**config.mk**
```make
export PLATFORM = sky130hd
export DESIGN_NAME = tile_move_controller
export DESIGN_NICKNAME = d
export VERILOG_FILES = /design/src/rtl/tile_move_controller.sv
export SDC_FILE = /design/constraint.sdc
export NUM_CORES = 1
export LEC_CHECK = 0
export BUFFER_PORTS_ARGS = -buffer_cell sky130_fd_sc_hd__buf_4
export CORE_MARGIN = 4
export CORE_UTILIZATION = 48
export DETAILED_ROUTE_END_ITERATION = 8
export MAX_ROUTING_LAYER = met4
export PLACE_DENSITY_LB_ADDON = 0.15
export SLEW_MARGIN = 20
export SYNTH_ARGS = -nofsm -noshare
export SYNTH_HDL_FRONTEND = slang
export SYNTH_SLANG_ARGS = --single-unit
```
**constraint.sdc**
```tcl
create_clock -name clk_i -period 4.31 [get_ports clk_i]
set_input_delay 0.2155 -clock clk_i [delete_from_list [all_inputs] [get_ports clk_i]]
set_output_delay 0.2155 -clock clk_i [all_outputs]
set_load 0.02 [all_outputs]
```
**src/rtl/tile_move_controller.sv**
```systemverilog
// Game-play sequencer for the current-tile store: spawns tiles, applies legal
// player/gravity moves, detects landing and hands off to merge via a lock handshake.
package tile_move_pkg;
  typedef struct packed {
    logic [3:0] x;
    logic [4:0] y;
  } point_t;

  typedef enum logic [2:0] {
    TILE_I, TILE_O, TILE_T, TILE_S, TILE_Z, TILE_J, TILE_L
  } tile_type_e;

  typedef enum logic [2:0] {
    sSPAWN, sWAIT_SPAWN, sFETCH, sWAIT, sPLAY, sLOCK, sCLEAR, sOVER
  } state_e;
endpackage

module tile_move_controller
  import tile_move_pkg::*;
#(
  parameter logic [3:0] spawn_x_p = 4'd3,
  parameter logic [4:0] spawn_y_p = 5'd0
) (
  input  logic       clk_i,
  input  logic       reset_ni,
  input  logic       cmd_left_i,
  input  logic       cmd_right_i,
  input  logic       cmd_rotate_i,
  input  logic       cmd_down_i,
  input  logic       tick_i,
  input  logic       restart_i,
  input  logic       ready_i,
  input  point_t     pos_i,
  input  tile_type_e type_i,
  input  logic [1:0] angle_i,
  input  tile_type_e next_type_i,
  input  logic [1:0] next_angle_i,
  input  logic [3:0] move_avail_i,
  output tile_type_e tile_type_o,
  output logic [1:0] tile_angle_o,
  output logic       tile_type_v_o,
  output point_t     new_pos_o,
  output logic       pos_v_o,
  output logic       fetch_next_o,
  output logic       empty_o,
  output logic       lock_o,
  input  logic       lock_ack_i,
  output logic       game_over_o,
  output state_e     dbg_state_o
);

  // Pending-bit indices line up with the move_avail_i bit order.
  localparam int P_L   = 0;
  localparam int P_R   = 1;
  localparam int P_DN  = 2;
  localparam int P_ROT = 3;

  state_e     r_state;
  state_e     w_state_nxt;
  logic [3:0] r_pend;
  logic       r_topout;

  logic [3:0] w_set;
  logic [3:0] w_clr;
  logic [3:0] w_srv;
  logic       w_topout_ld;
  logic       w_topout_clr;
  tile_type_e w_tile_type;
  logic [1:0] w_tile_angle;
  logic       w_tile_type_v;
  point_t     w_new_pos;
  logic       w_pos_v;
  logic       w_fetch_next;
  logic       w_empty;
  logic       w_lock;
  logic       w_game_over;

  assign w_set = (r_state == sOVER) ? 4'b0000 :
                 {cmd_rotate_i, cmd_down_i | tick_i, cmd_right_i, cmd_left_i};

  // Handshake: a load strobe (tile_type_v_o / pos_v_o) is only issued while
  // ready_i is high; the store accepts it that cycle and drops ready_i the
  // next, so every strobe is exactly one cycle and is followed by a wait state.
  always_comb begin
    w_state_nxt   = r_state;
    w_clr         = 4'b0000;
    w_srv         = 4'b0000;
    w_topout_ld   = 1'b0;
    w_topout_clr  = 1'b0;
    w_tile_type   = TILE_I;
    w_tile_angle  = 2'd0;
    w_tile_type_v = 1'b0;
    w_new_pos     = '0;
    w_pos_v       = 1'b0;
    w_fetch_next  = 1'b0;
    w_empty       = 1'b0;
    w_lock        = 1'b0;
    w_game_over   = 1'b0;

    case (r_state)
      sSPAWN: begin
        if (ready_i) begin
          w_tile_type_v = 1'b1;
          w_tile_type   = next_type_i;
          w_tile_angle  = next_angle_i;
          w_pos_v       = 1'b1;
          w_new_pos.x   = spawn_x_p;
          w_new_pos.y   = spawn_y_p;
          w_state_nxt   = sWAIT_SPAWN;
        end
      end
      sWAIT_SPAWN: if (ready_i) w_state_nxt = sFETCH;
      sFETCH: begin
        w_fetch_next = 1'b1;
        w_state_nxt  = sWAIT;
      end
      sWAIT: if (ready_i) w_state_nxt = sPLAY;
      sPLAY: begin
        if (ready_i) begin
          w_new_pos = pos_i;
          if (r_pend[P_ROT]) begin
            w_srv[P_ROT] = 1'b1;
            w_clr[P_ROT] = 1'b1;
            if (move_avail_i[P_ROT]) begin
              w_tile_type_v = 1'b1;
              w_tile_type   = type_i;
              w_tile_angle  = angle_i + 2'd1;
              w_state_nxt   = sWAIT;
            end
          end else if (r_pend[P_L]) begin
            w_srv[P_L] = 1'b1;
            w_clr[P_L] = 1'b1;
            if (move_avail_i[P_L]) begin
              w_pos_v     = 1'b1;
              w_new_pos.x = pos_i.x - 4'd1;
              w_state_nxt = sWAIT;
            end
          end else if (r_pend[P_R]) begin
            w_srv[P_R] = 1'b1;
            w_clr[P_R] = 1'b1;
            if (move_avail_i[P_R]) begin
              w_pos_v     = 1'b1;
              w_new_pos.x = pos_i.x + 4'd1;
              w_state_nxt = sWAIT;
            end
          end else if (r_pend[P_DN]) begin
            w_srv[P_DN] = 1'b1;
            if (move_avail_i[P_DN]) begin
              w_clr[P_DN] = 1'b1;
              w_pos_v     = 1'b1;
              w_new_pos.y = pos_i.y + 5'd1;
              w_state_nxt = sWAIT;
            end else begin
              // Landed: the whole queue is stale once the tile is fixed.
              w_clr       = 4'b1111;
              w_topout_ld = 1'b1;
              w_state_nxt = sLOCK;
            end
          end
          if (!w_pos_v) w_new_pos = '0;
        end
      end
      sLOCK: begin
        w_lock = 1'b1;
        if (lock_ack_i) w_state_nxt = sCLEAR;
      end
      sCLEAR: begin
        w_empty     = 1'b1;
        w_state_nxt = r_topout ? sOVER : sSPAWN;
      end
      sOVER: begin
        w_game_over = 1'b1;
        if (restart_i) begin
          w_empty      = 1'b1;
          w_topout_clr = 1'b1;
          w_state_nxt  = sSPAWN;
        end
      end
      default: w_state_nxt = sSPAWN;
    endcase
  end

  always_ff @(posedge clk_i or negedge reset_ni) begin
    if (!reset_ni) begin
      r_state  <= sSPAWN;
      r_pend   <= 4'b0000;
      r_topout <= 1'b0;
    end else begin
      r_state <= w_state_nxt;
      // A new pulse survives a same-cycle clear unless it hits the served bit.
      r_pend  <= (r_pend & ~w_clr) | (w_set & ~w_srv);
      if (w_topout_ld)       r_topout <= (pos_i.y == spawn_y_p);
      else if (w_topout_clr) r_topout <= 1'b0;
    end
  end

  // Outputs are decoded from state; holding them low during reset keeps
  // sSPAWN from strobing while the store is itself still in reset.
  assign tile_type_o   = reset_ni ? w_tile_type : TILE_I;
  assign tile_angle_o  = reset_ni ? w_tile_angle : 2'd0;
  assign tile_type_v_o = reset_ni & w_tile_type_v;
  assign new_pos_o     = reset_ni ? w_new_pos : '0;
  assign pos_v_o       = reset_ni & w_pos_v;
  assign fetch_next_o  = reset_ni & w_fetch_next;
  assign empty_o       = reset_ni & w_empty;
  assign lock_o        = reset_ni & w_lock;
  assign game_over_o   = reset_ni & w_game_over;
  assign dbg_state_o   = r_state;

endmodule

```
# Word-level counts from Yosys, hierarchy flattened
# Index checks and enable logic that the tools add are counted.
[word_totals] word_cells=134 input_bits=33 output_inout_bits=23 ff_bits=8
[op_classes] n_addsub=4 bitwise=12 eq_ne=17 reduce_logical=4 n_mux=94
[ops] cell="$mux W3" n=23
[ops] cell="$mux W4" n=10
[ops] cell="$mux W1" n=37
[ops] cell="$mux W9" n=4
[ops] cell="$pmux W3 S8" n=1
[ops] cell="$mux W5" n=4
[ops] cell="$pmux W9 S2" n=1
[ops] cell="$mux W2" n=8
[ops] cell="$eq A3 B3 Y1 const B" n=4
[ops] cell="$ne A2 B2 Y1 const B" n=6
[ops] cell="$ne A5 B5 Y1 const B" n=2
[ops] cell="$reduce_and A10 Y1" n=1
[ops] cell="$and A4 B4 Y4" n=2
[ops] cell="$not A4 Y4" n=2
[ops] cell="$mux W7" n=1
[ops] cell="$and A1 B1 Y1" n=6
[ops] cell="$eq A3 B2 Y1 const B" n=2
[ops] cell="$pmux W1 S2" n=3
[ops] cell="$pmux W3 S2" n=1
[ops] cell="$add A5 B1 Y5 const B" n=1
[ops] cell="$logic_not A5 Y1" n=1
[ops] cell="$add A4 B1 Y4 const B" n=1
[ops] cell="$ne A4 B4 Y1 const B" n=1
[ops] cell="$or A4 B4 Y4" n=1
[ops] cell="8 further kinds" n=8

# Logic depth before layout (Yosys ltp)
[depth] word_depth=11 mapped_depth=6 depth_no_buf=6

# Least setup slack after synthesis
# No wires, ideal clock.
[synth_timing] kind="reg-to-output" from="reg r_state[1], in the netlist dbg_state_o[1]" to="out new_pos_o[5] in the netlist's numbering" path_slack_ps=2359 required_time_ps=4095 stages_incl_launch_ff=5 arrival_ps=1736 path_buffers=0 path_cell_list="dfrtp_1 nor3b_4 and3_2 nand4_4 o21ai_0"
[synth_rtl] item="start: declaration" line_no="58" rtl="state_e r_state;"
[synth_rtl] item="start signal: assignment" line_no="185" rtl="r_state <= sSPAWN;"
[synth_rtl] item="start signal: assignment" line_no="189" rtl="r_state <= w_state_nxt;"
[synth_rtl] item="end: declaration" line_no="42" rtl="output point_t new_pos_o,"

==> results.py <==
metrics = {
    "clocking": {
        "clock_path_buffers": 2,
        "cts-root-buf": "clkbuf_4",
        "numClockSinks": 8,
        "cts_tree": "yes",
        "htreeDepth": 1,
        "cts_buffers": 3,
        "cts_setup_buffers": 0,
        "clk_pin_slew_ps": 60,
        "clk_latency_ps": 260,
    },
    "global_routing": {
        "grt_use_total": 0.210,
        "overflow": 0,
        "grt_pass1_vias": 1091,
        "grt_max_degree": 17,
        "antenna_found_initial": 0,
        "grt_pass1_wl_um": 4570,
    },
    "die": {
        "die-area_sq_um": 2970,
        "fp.dieH_um": 54.5,
        "core_area_sq_um": 2000,
        "die_x_um": 54.5,
        "io_pins": 56,
        "num_rows": 16,
        "start_util": 0.519,
    },
    "timing": {
        "rsz0062_at_grt": "no",
        "fmax_mhz": 449,
        "post-route-period-util": 0.517,
        "tightestPinTransition_ps": 497,
        "slew_viol_final": 0,
        "maxSlewHeadroom": 0.669,
        "setup_viol": 0,
        "hold_viol_final": 0,
        "fin_skew_ps": 11.9,
        "min_period_ps": 2230,
        "finalSetupTns_ps": 0,
    },
    "logic_synthesis": {
        "synthDistinctLibCells": 44,
        "synth-edff-count": 0,
        "synth_ff_type": "dfrtp_1",
        "synth_nets": 173,
        "async_flop_share": 1.00,
        "yosys-top-cells-count": "13 x a21oi_1, 12 x nand2_1, 12 x o21ai_0",
        "synth.largest_area_cell": "dfrtp_1",
        "synthesis.area_sq_um": 1040,
        "synth_cells": 136,
        "synth.most_common_cell": "a21oi_1",
        "ys_seq_elements": 8,
        "seq_area_frac_synth": 0.193,
        "synth_warnings": 0,
        "synthTopCellsByArea": "dfrtp_1 19%, a21oi_1 6.3%, o21ai_0 5.8%",
        "synth.avg_cell_area_sq_um": 7.64,
        "yosys.area.top_type_share": 0.193,
    },
    "power_and_ir_drop": {
        "peakVddDrop_uv": 539,
        "p_per_area_nw_per_um2": 328,
        "power_w": 0.000491,
        "leakagePower_nw": 0.723,
    },
    "critical_path": {
        "reg2regPathDepth": 4,
        "reg2reg_to": "dbg_state_o[1]",
        "crit_path_start": "dbg_state_o[1]",
        "critPathMaxFanout": 16,
        "required_ps": 4090,
        "arrival_ps": 2010,
        "endpoint_kind": "output pin",
        "worst-setup-path-type": "reg2out",
        "regToRegSetupSlack_ps": 2640,
        "crit_path_start_kind": "register",
        "reg2reg_from": "r_pend[0]",
    },
    "routing": {
        "vias": 1235,
        "ant_nets": 0,
        "firstDrtPassIters": 4,
        "wl_um": 2950,
        "via_per_inst": 5.69,
        "wire_per_inst_um": 13.6,
        "drc": 0,
        "drtIter0Drc": 10,
    },
    "worst_hold_path": {
        "min_to": "r_pend[3]",
        "hold_depth": 3,
        "hp-start": "cmd_rotate_i",
        "hold_class": "in2reg",
    },
    "place": {
        "place_congestion": 0.920,
        "dpl.hpwl_um": 2340,
        "numPortBuffers": 55,
    },
    "finish": {
        "fillers": 178,
        "drive_gt1_frac": 0.374,
        "area_growth_pct": 44.0,
        "n_antenna_cell": 0,
        "num-nets-final": 229,
    },
    "outcome": {
        "outcome": "complete, no violations",
    },
    "flow_run": {
        "max_cap_viol_count": 0,
    },
}
worst max-delay path, cell delays in order, from the launching register on:
cell and delay [ps]:
dfrtp_1 550, nor3b_4 370, and3_2 270, nand4_4 180, o21ai_0 220, buf_4 170
stage by stage:
step | hold WS (ps) | area [sq um] | setup WS (ps) | util | cells
floorplan | -80.1 | 1040 | 2360 | - | 136
global placement | 67.6 | 1460 | 2440 | 0.731 | 213
detailed placement | 71.5 | 1460 | 2370 | 0.731 | 213
CTS | 196 | 1500 | 2080 | 0.747 | 217
global route | 215 | 1500 | 1960 | 0.747 | 217
finish | 198 | 1500 | 2080 | 0.747 | 217
repair_timing:
action / in CTS / in global routing
gates resized for setup: 0 / 0
hold buffers: 1 / 0
hold endpoints to repair: 8 / 0
layout by cell type (no fill, tap or decap), types with 3 or more instances in the layout:
master and instances:
nand3b_1 4, inv_1 9, clkbuf_4 3, o21ai_0 12, a21oi_1 13, xnor2_1 4, nor2_1 10, buf_4 55
a22o_1 3, ha_1 4, nor4_1 3, nand3_1 7, xor2_1 3, and3_1 3, dfrtp_1 8, nand2_1 12
flip-flops by register name (all words and copies together) (netlist names):
name and count:
r_pend 4, dbg_state_o 3, r_topout 1
worst max-delay path by stage:
stage	endpoint	slack, ps	cells past startpoint
6_report	new_pos_o[6]	2080	5
5_1_grt	new_pos_o[6]	1960	5
4_1_cts	new_pos_o[6]	2080	5
3_5_place_dp	new_pos_o[6]	2370	5
3_3_place_gp	new_pos_o[8]	2440	5
2_1_floorplan	new_pos_o[5]	2360	4
area by class of cell:
cell class | count | area (sq um) | share of cell area
flip-flops and latches | 8 | 200 | 0.134
multi-input cells | 114 | 782 | 0.523
clock buffers | 3 | 22.5 | 0.0151
well taps | 27 | 33.8 | 0.0226
repair buffers | 56 | 423 | 0.283
inverters | 9 | 33.8 | 0.0226
where the power goes:
part            total, W  internal [W]  leakage, nW  switching, W
Combinational   0.000272      0.000128        0.623      0.000143
Sequential      0.000160     0.0000916       0.0861     0.0000684
Clock          0.0000594     0.0000320       0.0138     0.0000274
kinds of logic (layout without fill, tap and decap cells):
group	Yosys count	after routing	synth area share
multiplexers	3	3	0.0301
adder cells (fa/ha/maj)	4	4	0.0482
AO/OA/AOI/OAI	39	39	0.236
AND/OR/NAND/NOR	61	61	0.380
flip-flops	8	8	0.193
XOR/XNOR	7	7	0.0590
buffers and inverters	14	68	0.0542
routing by layer:
layer	track usage	vias up	wire (um)
met4	0.0415	0	20
met1	0.243	573	1270
li1	-	611	-
met2	0.367	45	1410
met3	0.0518	6	251
met5	-	-	0
No activity file was read; power rests on OpenSTA's default activity.
